[src/rtl/jogador_automatico.sv]
// Automatic player for the memory game: records each LED the game lights and,
// when the game asks for a play, replays the recorded sequence on the buttons.
module jogador_automatico #(
    parameter int PROFUNDIDADE = 16,
    parameter int T_PRESS      = 100,
    parameter int T_SOLTA      = 100
) (
    input  logic       clock,
    input  logic       reset,
    input  logic       habilita,
    input  logic [3:0] leds,
    input  logic       espera_jogada,
    input  logic       fim_jogo,
    input  logic       errar,
    output logic [3:0] botoes,
    output logic       ocupado,
    output logic       erro,
    output logic [4:0] num_jogadas,
    output logic [2:0] db_estado
);

    localparam int T_MAX = (T_PRESS > T_SOLTA) ? T_PRESS : T_SOLTA;
    localparam int CW    = $clog2(T_MAX + 1);
    localparam int AW    = (PROFUNDIDADE > 1) ? $clog2(PROFUNDIDADE) : 1;

    localparam logic [4:0]    PROF      = 5'(PROFUNDIDADE);
    localparam logic [CW-1:0] CNT_PRESS = CW'(T_PRESS);
    localparam logic [CW-1:0] CNT_SOLTA = CW'(T_SOLTA);
    localparam logic [CW-1:0] CNT_UM    = CW'(1);

    typedef enum logic [2:0] {
        INATIVO   = 3'd0,
        CAPTURA   = 3'd1,
        PRESSIONA = 3'd2,
        SOLTA     = 3'd3,
        FIM       = 3'd4
    } estado_t;

    estado_t       estado_q, estado_d;
    logic [4:0]    num_q, num_d;
    logic [4:0]    rd_q, rd_d;
    logic [CW-1:0] cnt_q, cnt_d;
    logic          erro_q, erro_d;
    logic [3:0]    botoes_q, botoes_d;
    logic [3:0]    leds_ant_q;
    logic          espera_ant_q;

    logic [3:0]    mem_q [PROFUNDIDADE];
    logic          wr_en;
    logic [AW-1:0] wr_addr;
    logic [3:0]    rd_dado;

    logic          led_borda;
    logic          led_onehot;
    logic          espera_sobe;

    assign led_borda   = (leds_ant_q == 4'b0000) && (leds != 4'b0000);
    assign led_onehot  = ((leds & (leds - 4'd1)) == 4'b0000);
    assign espera_sobe = espera_jogada && !espera_ant_q;

    always_comb begin
        estado_d = estado_q;
        num_d    = num_q;
        rd_d     = rd_q;
        cnt_d    = cnt_q;
        erro_d   = erro_q;
        wr_en    = 1'b0;
        wr_addr  = num_q[AW-1:0];

        if (estado_q != INATIVO && !habilita) begin
            estado_d = INATIVO;
        end else if (estado_q != INATIVO && fim_jogo) begin
            estado_d = FIM;
        end else begin
            case (estado_q)
                INATIVO: begin
                    if (habilita) begin
                        estado_d = CAPTURA;
                        erro_d   = 1'b0;
                    end
                end
                CAPTURA: begin
                    if (led_borda) begin
                        if (led_onehot && num_q < PROF) begin
                            wr_en = 1'b1;
                            num_d = num_q + 5'd1;
                        end else begin
                            erro_d = 1'b1;
                        end
                    end
                    // num_d already includes an LED captured this same cycle
                    if (espera_sobe) begin
                        if (num_d != 5'd0) begin
                            rd_d     = 5'd0;
                            cnt_d    = CNT_PRESS;
                            estado_d = PRESSIONA;
                        end else begin
                            erro_d = 1'b1;
                        end
                    end
                end
                PRESSIONA: begin
                    if (cnt_q == CNT_UM) begin
                        cnt_d    = CNT_SOLTA;
                        estado_d = SOLTA;
                    end else begin
                        cnt_d = cnt_q - CNT_UM;
                    end
                end
                SOLTA: begin
                    if (cnt_q == CNT_UM) begin
                        if (rd_q == num_q - 5'd1) begin
                            num_d    = 5'd0;
                            estado_d = CAPTURA;
                        end else begin
                            rd_d     = rd_q + 5'd1;
                            cnt_d    = CNT_PRESS;
                            estado_d = PRESSIONA;
                        end
                    end else begin
                        cnt_d = cnt_q - CNT_UM;
                    end
                end
                FIM: begin
                    estado_d = FIM;
                end
                default: begin
                    estado_d = INATIVO;
                end
            endcase
        end

        if (estado_d == INATIVO) begin
            num_d = 5'd0;
        end
    end

    // Forward the entry being written so a same-cycle capture and replay start agree.
    always_comb begin
        if (wr_en && (wr_addr == rd_d[AW-1:0])) begin
            rd_dado = leds;
        end else begin
            rd_dado = mem_q[rd_d[AW-1:0]];
        end

        botoes_d = 4'b0000;
        if (estado_d == PRESSIONA) begin
            botoes_d = rd_dado;
            if (errar && (rd_d == num_d - 5'd1)) begin
                botoes_d = {rd_dado[2:0], rd_dado[3]};
            end
        end
    end

    always_ff @(posedge clock) begin
        if (!reset) begin
            estado_q     <= INATIVO;
            num_q        <= 5'd0;
            rd_q         <= 5'd0;
            cnt_q        <= '0;
            erro_q       <= 1'b0;
            botoes_q     <= 4'b0000;
            leds_ant_q   <= 4'b0000;
            espera_ant_q <= 1'b0;
        end else begin
            estado_q     <= estado_d;
            num_q        <= num_d;
            rd_q         <= rd_d;
            cnt_q        <= cnt_d;
            erro_q       <= erro_d;
            botoes_q     <= botoes_d;
            leds_ant_q   <= leds;
            espera_ant_q <= espera_jogada;
        end
    end

    // Sequence storage is left unreset; only the pointers are cleared.
    always_ff @(posedge clock) begin
        if (wr_en) begin
            mem_q[wr_addr] <= leds;
        end
    end

    assign botoes      = botoes_q;
    assign ocupado     = (estado_q == PRESSIONA) || (estado_q == SOLTA);
    assign erro        = erro_q;
    assign num_jogadas = num_q;
    assign db_estado   = estado_q;

endmodule
[config.mk]
export PLATFORM = sky130hd
export DESIGN_NAME = jogador_automatico
export DESIGN_NICKNAME = d
export VERILOG_FILES = /design/src/rtl/jogador_automatico.sv
export SDC_FILE = /design/constraint.sdc
export NUM_CORES = 1
export LEC_CHECK = 0
export ABC_AREA = 1
export BUFFER_PORTS_ARGS = -buffer_cell sky130_fd_sc_hd__buf_4
export CAP_MARGIN = 20
export CELL_PAD_IN_SITES_DETAIL_PLACEMENT = 0
export CELL_PAD_IN_SITES_GLOBAL_PLACEMENT = 1
export CORE_MARGIN = 2
export CORE_UTILIZATION = 45
export CTS_CLUSTER_DIAMETER = 60
export DETAILED_ROUTE_END_ITERATION = 10
export PLACE_DENSITY = 0.81
export SLEW_MARGIN = 20
export SYNTH_ARGS = -nofsm -noshare
export SYNTH_HDL_FRONTEND = slang
export SYNTH_SLANG_ARGS = --single-unit
[constraint.sdc]
create_clock -name clock -period 3.27 [get_ports clock]
set_clock_uncertainty 0.05 [all_clocks]
set_input_delay 0.327 -clock clock [delete_from_list [all_inputs] [get_ports clock]]
set_output_delay 0.327 -clock clock [all_outputs]
set_load 0.01 [all_outputs]
==> results of run 1 <==
how the worst max path moves through the flow:
stage	endpoint	cells after the start	slack [ps]
final	botoes[0]	23	280
after global routing	botoes[0]	25	3
after CTS	botoes[0]	26	50
after detailed placement	botoes[0]	26	70
after global placement	botoes[1]	25	190
after floorplan	botoes[0]	26	230
sequential cells by signal, summed over array words and instances (netlist names):
name	cells
botoes	4
cnt_q	7
espera_ant_q	1
mem_q	64
erro	1
rd_q	5
leds_ant_q	4
db_estado	3
num_jogadas	5
power breakdown:
group | internal [mW] | switching (mW)
sequential | 1.29 | 0.0173
clock | 0.518 | 0.445
combinational | 0.150 | 0.294
cells in the mapped netlist, types with 2 or more instances:
library cell / number
nand2_4: 4
a31oi_1: 3
nand4_1: 7
nand3_4: 2
clkbuf_1: 4
inv_2: 13
nand2_2: 8
or2_1: 2
clkinv_1: 2
dfxtp_1: 30
nor4_1: 3
nand3_2: 3
nor3_1: 4
nor2_2: 4
edfxtp_1: 64
buf_2: 6
buf_4: 4
nor2_4: 3
nor2_1: 70
o21ai_0: 16
inv_1: 46
xor2_1: 4
buf_6: 2
xor2_2: 3
nand2_1: 173
ha_1: 9
a21oi_1: 8
nand3_1: 111
worst register-to-register path, stage by stage (launching register included):
cell     delay (ps)
dfxtp_4         370
inv_2            60
ha_1            220
or2_1           230
nand2_1          60
nand2_1          40
nand2_1          70
nor2_2           50
nand2_2         100
nand2_4          80
nor2_1          120
xor2_1          150
nand3_1         100
nand2_1         240
inv_2           180
nand2_1         110
nand2_1          60
nand2_1          60
nand2_1          80
nor2_4          120
nand3_4         120
nand3_2         100
nand2_1          50
nor2_1          120
routing by layer:
layer | global-route usage [%] | part of all wire [%]
met5 | 0 | 0
met4 | 7.68 | 1.3
met3 | 3.64 | 5.1
met2 | 34.6 | 46
met1 | 31.2 | 47
per-stage QoR:
step / utilization (%) / instances / power (mW) / setup WS (ps) / hold WS, ps
final: 53.5 / 803 / 2.71 / 284 / 125
after global routing: 53.5 / 803 / 2.83 / 2.73 / 162
after CTS: 52.8 / 802 / 2.70 / 46.1 / 109
after detailed placement: 50.3 / 786 / 1.75 / 68.1 / 433
after global placement: 50.3 / 786 / 1.75 / 194 / 423
after floorplan: - / 618 / 1.63 / 232 / 370
what timing repair did:
item / CTS / global route
resized for setup: 0 / 22
hold buffers: 0 / 0
setup endpoints to repair: 0 / 4
setup buffers: 0 / 1
layout make-up:
cell class	count	area, sq um	area share [%]
clock buffer	11	233	3.98
clock inverter	5	35.0	0.599
inverter	61	234	4.00
multi-input combinational	447	2280	39.0
sequential	94	2530	43.3
tap	140	175	2.99
timing repair buffer	45	363	6.20
kinds of logic after synthesis:
| kind of cell | synth area share (%) |
|---|---|
| buffers and inverters | 6.44 |
| AOI/OAI and AO/OA | 3.53 |
| adders and majority gates | 2.22 |
| DFF | 49.8 |
| xor gates and xnor gates | 1.65 |
| and+or+nand+nor | 36.4 |
==> flow_summary.ini, run 1 <==
[run_status]
outcome = completed

[synth]
ys_seq_elements = 94
yosysSeqAreaShare_pct = 49.8
yosysUniqueCellTypes = 38
yosysWarnings = 0
synth.area.top_cells = edfxtp_1 38%, nand2_1 13%, dfxtp_1 12%
synthFlopType = edfxtp_1
avgSynthCellArea_sq_um = 8.20
synthesis.nets = 637
postSynth.asyncResetShare_pct = 0
synth-edff-count = 64
synth_top_area_share_pct = 37.9
synth_top_area_cell = edfxtp_1
netlist_instances = 618
synth_area_sq_um = 5070

[final_layout]
antenna_cells = 0
n_fill_cell = 1034
drive_gt1_share_pct = 17.2
syn2layout_area_growth_pct = 15.4
layout_common_cells = 172 x nand2_1, 109 x nand3_1, 68 x nor2_1, 64 x edfxtp_1, 45 x inv_1
nNetsFinal = 677
final_area_sq_um = 5850
mostFrequentLayoutCell = nand2_1

[timing]
finalSetupViolCount = 0
slew-limit-headroom_pct = 42.6
setup-tns-final_ps = 0
final.period_utilization_pct = 91.3
slew_violations = 0
post-route-min-period_ps = 2990
hold_viol = 0
tightest_slew_ps = 853
max_freq_ghz = 0.335
rsz0062_at_grt = false

[placement]
gp_congestion = 0.884
port_buffers = 23
dpl.hpwl_um = 9200
placed_area_sq_um = 5500

[route]
wire_per_inst_um = 15.5
drt_iter0_drc = 313
avgViaCountPerCell = 5.21
postRouteAntennaNets = 0
first_pass_iters = 5
vias = 4185
wirelength_um = 12500
drc = 0

[hold_path]
worstHoldStart = espera_jogada
hold-path-endpoint = espera_ant_q
hp-class = input pin to flip-flop
hold_path_depth = 3

[worst_setup_path]
arrival_ps = 3210
slowest_stage = dfxtp_4
critPathLaunchType = flip-flop
crit_type = flip-flop to flip-flop
crit_path_start = num_jogadas[0]
critical-path-max-stage-delay_ps = 370
crit_top_cell = nand2_1
cp_data_required_time_ps = 3500
path_delay_family = simple AND/OR/NAND/NOR gates
r2r_end = botoes[0]
worst-path-buf-inv = 2
crit_chain = inv_2, ha_1, or2_1, nand2_1, nand2_1, nand2_1, nor2_2, nand2_2, nand2_4, nor2_1, xor2_1, nand3_1, nand2_1, inv_2, nand2_1, nand2_1, nand2_1, nand2_1, nor2_4, nand3_4, nand3_2, nand2_1, nor2_1
r2r_cells = 23
cp-end-kind = flip-flop
r2r_start = num_jogadas[0]
cp_max_fo = 10
r2r_slack_ps = 280

[cts]
clock-root-buffer = clkbuf_16
cts_tree = built
cts-htree-levels = 3
cts_sinks = 94
cts_buffers = 9
clk_latency_ps = 340
ctsLongestPathBuffers = 2
clk_pin_slew_ps = 70

[die]
initial_core_util_pct = 46.4
rows = 38
die_width_um = 110
die_h_um = 110
core_area_sq_um = 10900
io_pins = 24
die-area_sq_um = 12100

[pwr]
leakage_nw = 2.46
power_density_nw_per_um2 = 463
ir_drop_mv = 0.259

[global_routing]
grt_first_pass_wirelength_um = 19900
first_global_vias = 3911
antenna_found_initial = 0
grt_overflow = 0
grt_usage_pct = 22.1
grt_max_degree = 23

[flow_run]
cap_violations = 0
(Power assumes the default switching activity.)
==> inputs of run 2 (changes only) <==
--- a/config.mk
+++ b/config.mk
@@ -5,7 +5,6 @@
 export SDC_FILE = /design/constraint.sdc
 export NUM_CORES = 1
 export LEC_CHECK = 0
-export ABC_AREA = 1
 export BUFFER_PORTS_ARGS = -buffer_cell sky130_fd_sc_hd__buf_4
 export CAP_MARGIN = 20
 export CELL_PAD_IN_SITES_DETAIL_PLACEMENT = 0
@@ -14,7 +13,7 @@
 export CORE_UTILIZATION = 45
 export CTS_CLUSTER_DIAMETER = 60
 export DETAILED_ROUTE_END_ITERATION = 10
-export PLACE_DENSITY = 0.81
+export PLACE_DENSITY = 0.78
 export SLEW_MARGIN = 20
 export SYNTH_ARGS = -nofsm -noshare
 export SYNTH_HDL_FRONTEND = slang
==> run 2 against run 1 <==
Net effect: non-clock buffer count is 52 higher; the run now ends with setup timing left; sequential share of layout area decreased by 1.4 points; worst hold slack got worse by 29 ps; critical path depth is 10 lower; fmax shrank 11%; clock-buffer cell count fell by 2; critical path type unchanged; global-route usage is 1.2 points higher; cell count decreased by 16%; via count shrank 5.3%; worst setup slack worse by 360 ps; utilization increased by 3.0 points; power decreased by 21%.
==> flow_summary.ini, run 2 <==
[run_status]
outcome = complete, but fails checks
violations = setup timing

[cts]
cts-htree-levels = 3
clk_latency_ps = 380
ctsLongestPathBuffers = 2
clk_pin_slew_ps = 120
cts_buffers = 9
clock-root-buffer = clkbuf_8
cts_sinks = 94
cts_tree = built

[final_layout]
layout_common_cells = 94 x buf_4, 64 x edfxtp_1, 44 x nor2_1, 27 x dfxtp_1, 24 x nand2_1
top_regs = mem_q x64, cnt_q x7
largest_register_ffs = 64
finalNonFillerCells = 677
nNetsFinal = 551
largest-register = mem_q
antenna_cells = 0
final_util_pct = 56.5
drive_gt1_share_pct = 30.0
syn2layout_area_growth_pct = 23.7
final_area_sq_um = 6040
mostFrequentLayoutCell = buf_4

[die]
die_h_um = 108
die_width_um = 108
initial_core_util_pct = 45.7
core_area_sq_um = 10700
io_pins = 24
rows = 38
die-area_sq_um = 11700

[placement]
gp_congestion = 0.935
post-place-ws_ps = -113
placed_area_sq_um = 5670
placed_cells = 654
port_buffers = 23
dpl.hpwl_um = 9610

[global_routing]
antenna_found_initial = 0
grt_first_pass_wirelength_um = 20400
grt_max_degree = 28
grt_overflow = 0
grt_usage_pct = 23.3
first_global_vias = 3806

[worst_setup_path]
cp_data_required_time_ps = 3470
r2r_slack_ps = -80
cp-end-kind = flip-flop
slowest_stage = or4b_4
worst-path-buf-inv = 0
critPathLaunchType = flip-flop
crit_type = flip-flop to flip-flop
arrival_ps = 3550
critical-path-max-stage-delay_ps = 590
cp_max_fo = 4
crit_chain = or3_4, or4b_4, a2111oi_4, o21ai_2, a22oi_2, nand2b_4, ha_4, xnor2_1, xnor2_1, nand4_1, nor3_2, nand2b_4, o22ai_1
path_delay_family = simple AND/OR/NAND/NOR gates

[timing]
setup-tns-final_ps = -288
slew_violations = 0
slew-limit-headroom_pct = 54.1
tightest_slew_ps = 680
max_freq_ghz = 0.299
post-route-min-period_ps = 3350
hold_ws_ps = 96.2
finalSetupViolCount = 4
worst_slack_ps = -78.8
rsz0062_at_grt = true
final.period_utilization_pct = 102
hold_viol = 0

[synth]
yosysWarnings = 0
synth.area.top_cells = edfxtp_1 39%, dfxtp_1 12%, nor2_1 3.4%
synth_area_sq_um = 4880
synth_top_cells_by_count = 64 x edfxtp_1, 44 x nor2_1, 30 x dfxtp_1
synth_top_area_cell = edfxtp_1
yosysSeqAreaShare_pct = 51.6
yosysMostFrequentCell = edfxtp_1
postSynth.asyncResetShare_pct = 0
avgSynthCellArea_sq_um = 11.0
yosysUniqueCellTypes = 76
ys_seq_elements = 94
synth-edff-count = 64
netlist_instances = 443
synth_top_area_share_pct = 39.3
synthesis.nets = 462
synthFlopType = edfxtp_1

[hold_path]
hp-class = input pin to flip-flop

[route]
drc = 0
wirelength_um = 13200
wire_per_inst_um = 19.4
first_pass_iters = 5
postRouteAntennaNets = 0
vias = 3962
avgViaCountPerCell = 5.85
drt_iter0_drc = 449

[pwr]
leakage_nw = 2.23
fin_total_pwr_mw = 2.14
ir_drop_mv = 0.193
power_density_nw_per_um2 = 353

[flow_run]
cap_violations = 0
## run 2: kinds of logic (layout without fill, tap and decap cells)
family                   count (synthesis)  count (layout)  share of synthesized area, %
AND/OR/NAND/NOR                        169             170                          18.4
adder cells (fa/ha/maj)                  9               9                          2.31
multiplexers                            22              22                          4.74
AO/OA/AOI/OAI                          104             104                          16.9
buffers and inverters                   29             122                          3.07
XOR/XNOR                                16              16                          2.87
flip-flops                              94              94                          51.6
## run 2: final timing paths
path	from	to	cells after the start
setup / recovery	cnt_q[3]	botoes[3]	13
hold / removal	espera_jogada	espera_ant_q	2
setup reg to reg	cnt_q[3]	botoes[3]	13
hold reg to reg	cnt_q[1]	cnt_q[1]	2
## run 2: timing repair
| item | CTS | global route |
|---|---|---|
| setup buffers | 4 | 2 |
| gates resized for setup | 13 | 13 |
| hold endpoints to repair | 0 | 0 |
| pin swaps | 0 | 5 |
| gates cloned | 0 | 1 |
| setup endpoints to repair | 4 | 4 |
| hold buffers | 0 | 0 |
## run 2: area by class of cell
class | count | area [sq um]
multi-input cells | 321 | 2350
inverters | 9 | 33.8
flip-flops and latches | 94 | 2530
repair buffers | 97 | 757
fillers | 928 | 4660
clock buffers | 9 | 124
well taps | 140 | 175
clock inverters | 7 | 66.3
## run 2: report_power, final
group,total [mW],internal (mW),leakage (nW),switching (mW)
combinational,0.0983,0.0383,1.31,0.0599
sequential,1.27,1.27,0.820,0.00240
clock,0.766,0.294,0.0949,0.472
total,2.14,1.60,2.23,0.534
## run 2: worst register-to-register path, cell delays in order (launching register included)
cell       delay, ps
dfxtp_2          340
or3_4            380
or4b_4           590
a2111oi_4        260
o21ai_2          110
a22oi_2          170
nand2b_4         170
ha_4             150
xnor2_1          160
xnor2_1          150
nand4_1          140
nor3_2           270
nand2b_4         190
o22ai_1           90
## run 2: metal layers
layer  up-vias  GRT usage (%)  wire (um)
met2       153           35.2       5990
met1      1923           34.1       5980
li1       1863              -          -
met4         0           6.96        233
met5         -              0          0
met3        23           4.52        962
==> inputs of run 3 (changes only) <==
==> constraint.sdc (replaced) <==
create_clock -name clock -period 3.6 [get_ports clock]
set_clock_uncertainty 0.05 [all_clocks]
set_input_delay 0.36 -clock clock [delete_from_list [all_inputs] [get_ports clock]]
set_output_delay 0.36 -clock clock [all_outputs]
set_load 0.01 [all_outputs]
==> run 3 against run 2 <==
Net effect: the run now ends clean; worst hold slack improved by 59 ps; fmax down 5.0%; clock-buffer cell count stayed put; critical endpoint is now botoes[0]; largest cell class unchanged.
==> flow_summary.ini, run 3 (synthesis results as in run 2) <==
[timing]
hold_viol = 0
setup-tns-final_ps = 0
hold_ws_ps = 155
finalSetupViolCount = 0
worst_slack_ps = 75.7
slew_violations = 0
tightest_slew_ps = 619
max_freq_ghz = 0.284
rsz0062_at_grt = true
final.period_utilization_pct = 97.9
post-route-min-period_ps = 3520
slew-limit-headroom_pct = 58.4

[cts]
clk_latency_ps = 360
cts_hold_buf = 0
ctsLongestPathBuffers = 2
clk_pin_slew_ps = 100
cts_tree = built
cts_sinks = 94
cts-htree-levels = 3
cts_buffers = 9
clock-root-buffer = clkbuf_8

[pwr]
p_clk_share_pct = 36.8
power_frac_comb_pct = 4.1
power_density_nw_per_um2 = 336
p_sw_mw = 0.442
power.share.sequential_pct = 59.1
ir_drop_mv = 0.165
leakage_nw = 2.06
p_sw_share_pct = 22.6
p_int_mw = 1.51

[placement]
gp_congestion = 0.936
post-place-ws_ps = -96.3
port_buffers = 23
dpl.hpwl_um = 8920

[die]
die_h_um = 108
rows = 38
die_width_um = 108
core_area_sq_um = 10700
die-area_sq_um = 11700
io_pins = 24
initial_core_util_pct = 45.7

[route]
wirelength_um = 12300
avgViaCountPerCell = 5.86
postRouteAntennaNets = 0
drt_iter0_drc = 256
drc = 0
wire_per_inst_um = 19.2
vias = 3772
first_pass_iters = 5

[worst_setup_path]
crit_type = flip-flop to flip-flop
cp_max_fo = 10
critPathLaunchType = flip-flop
cp-end-kind = flip-flop
cp_data_required_time_ps = 3780
slowest_stage = a2111oi_4
arrival_ps = 3710
critical-path-max-stage-delay_ps = 360
crit_chain = buf_4, ha_4, or2_0, a2111oi_4, nand3_2, buf_4, and4_1, a31o_1, a31oi_4, buf_4, nor2_1, o211ai_1, nand4_1, mux2i_2, o22ai_2
crit_top_cell = buf_4

[final_layout]
drive_gt1_share_pct = 26.2
top_regs = mem_q x64, cnt_q x7
antenna_cells = 0
multi_input_area_sq_um = 2380
seq_area_sq_um = 2530
syn2layout_area_growth_pct = 19.2
nNetsFinal = 518
largest_register_ffs = 64
largest-register = mem_q
final_util_pct = 54.4
mostFrequentLayoutCell = edfxtp_1
n_fill_cell = 949
layout_common_cells = 64 x edfxtp_1, 63 x buf_4, 44 x nor2_1, 26 x dfxtp_1, 24 x nand2_1

[run_status]
outcome = completed

[global_routing]
first_global_vias = 3519
grt_first_pass_wirelength_um = 18800
grt_usage_pct = 21.5
antenna_found_initial = 0
grt_max_degree = 36
grt_overflow = 0

[hold_path]
hp-class = input pin to flip-flop

[flow_run]
cap_violations = 0
-- run 3: cell types whose count changed in the layout (fill, tap and decap cells not counted), sizes merged --
cell,delta
clkinv,-2
clkbuf,+1
nand2,-1
bufinv,+1
clkinvlp,+1
buf,-33
-- run 3: metal layers --
metal	GRT usage, %	vias up	wire length [um]
met1	31.5	1836	5810
met5	0	-	0
met3	3.50	15	705
li1	-	1787	-
met4	5.77	0	150
met2	33.0	134	5680
-- run 3: power groups by stage --
stage          clock network, mW  registers [mW]  logic, mW
2_1_floorplan                  0            1.18     0.0316
6_report                   0.720            1.16     0.0801
5_1_grt                    0.778            1.16     0.0871
4_1_cts                    0.732            1.16     0.0769
3_5_place_dp                   0            1.18     0.0762
3_3_place_gp                   0            1.18     0.0754
-- run 3: worst paths after layout --
path	slack (ps)	endpoint	from	depth (start not counted)
setup / recovery	80	botoes[0]	num_jogadas[0]	15
hold / removal	160	espera_ant_q	espera_jogada	2
setup reg to reg	80	botoes[0]	num_jogadas[0]	15
hold reg to reg	480	cnt_q[6]	cnt_q[6]	2
-- run 3: cell type report --
type,count,share of cell area [%]
multi-input cells,320,40.9
inverters,9,0.580
flip-flops and latches,94,43.4
well taps,140,3.01
repair buffers,65,8.59
clock buffers,9,2.13
clock inverters,7,1.40
-- run 3: repair_timing --
item / in CTS / in global routing
endpoints found under the hold margin: 0 / 0
setup endpoints to repair: 4 / 4
buffers inserted: 0 / 11
resized for setup: 6 / 33
pin swaps: 1 / 21
-- run 3: critical path, delay by kind of cell, from the launching register on --
family / cells / cell delay (ps)
AND/OR/NAND/NOR: 5 / 880
multiplexers: 1 / 260
buffers and inverters: 3 / 520
AO/OA/AOI/OAI: 5 / 1150
adder cells (fa/ha/maj): 1 / 190
flip-flops: 1 / 330
-- run 3: metrics by stage --
stage          instances  cell area (sq um)  power [mW]
2_1_floorplan        443               4880        1.21
3_3_place_gp         617               5360        1.26
3_5_place_dp         617               5360        1.26
4_1_cts              633               5590        1.97
5_1_grt              644               5820        2.02
6_report             644               5820        1.96
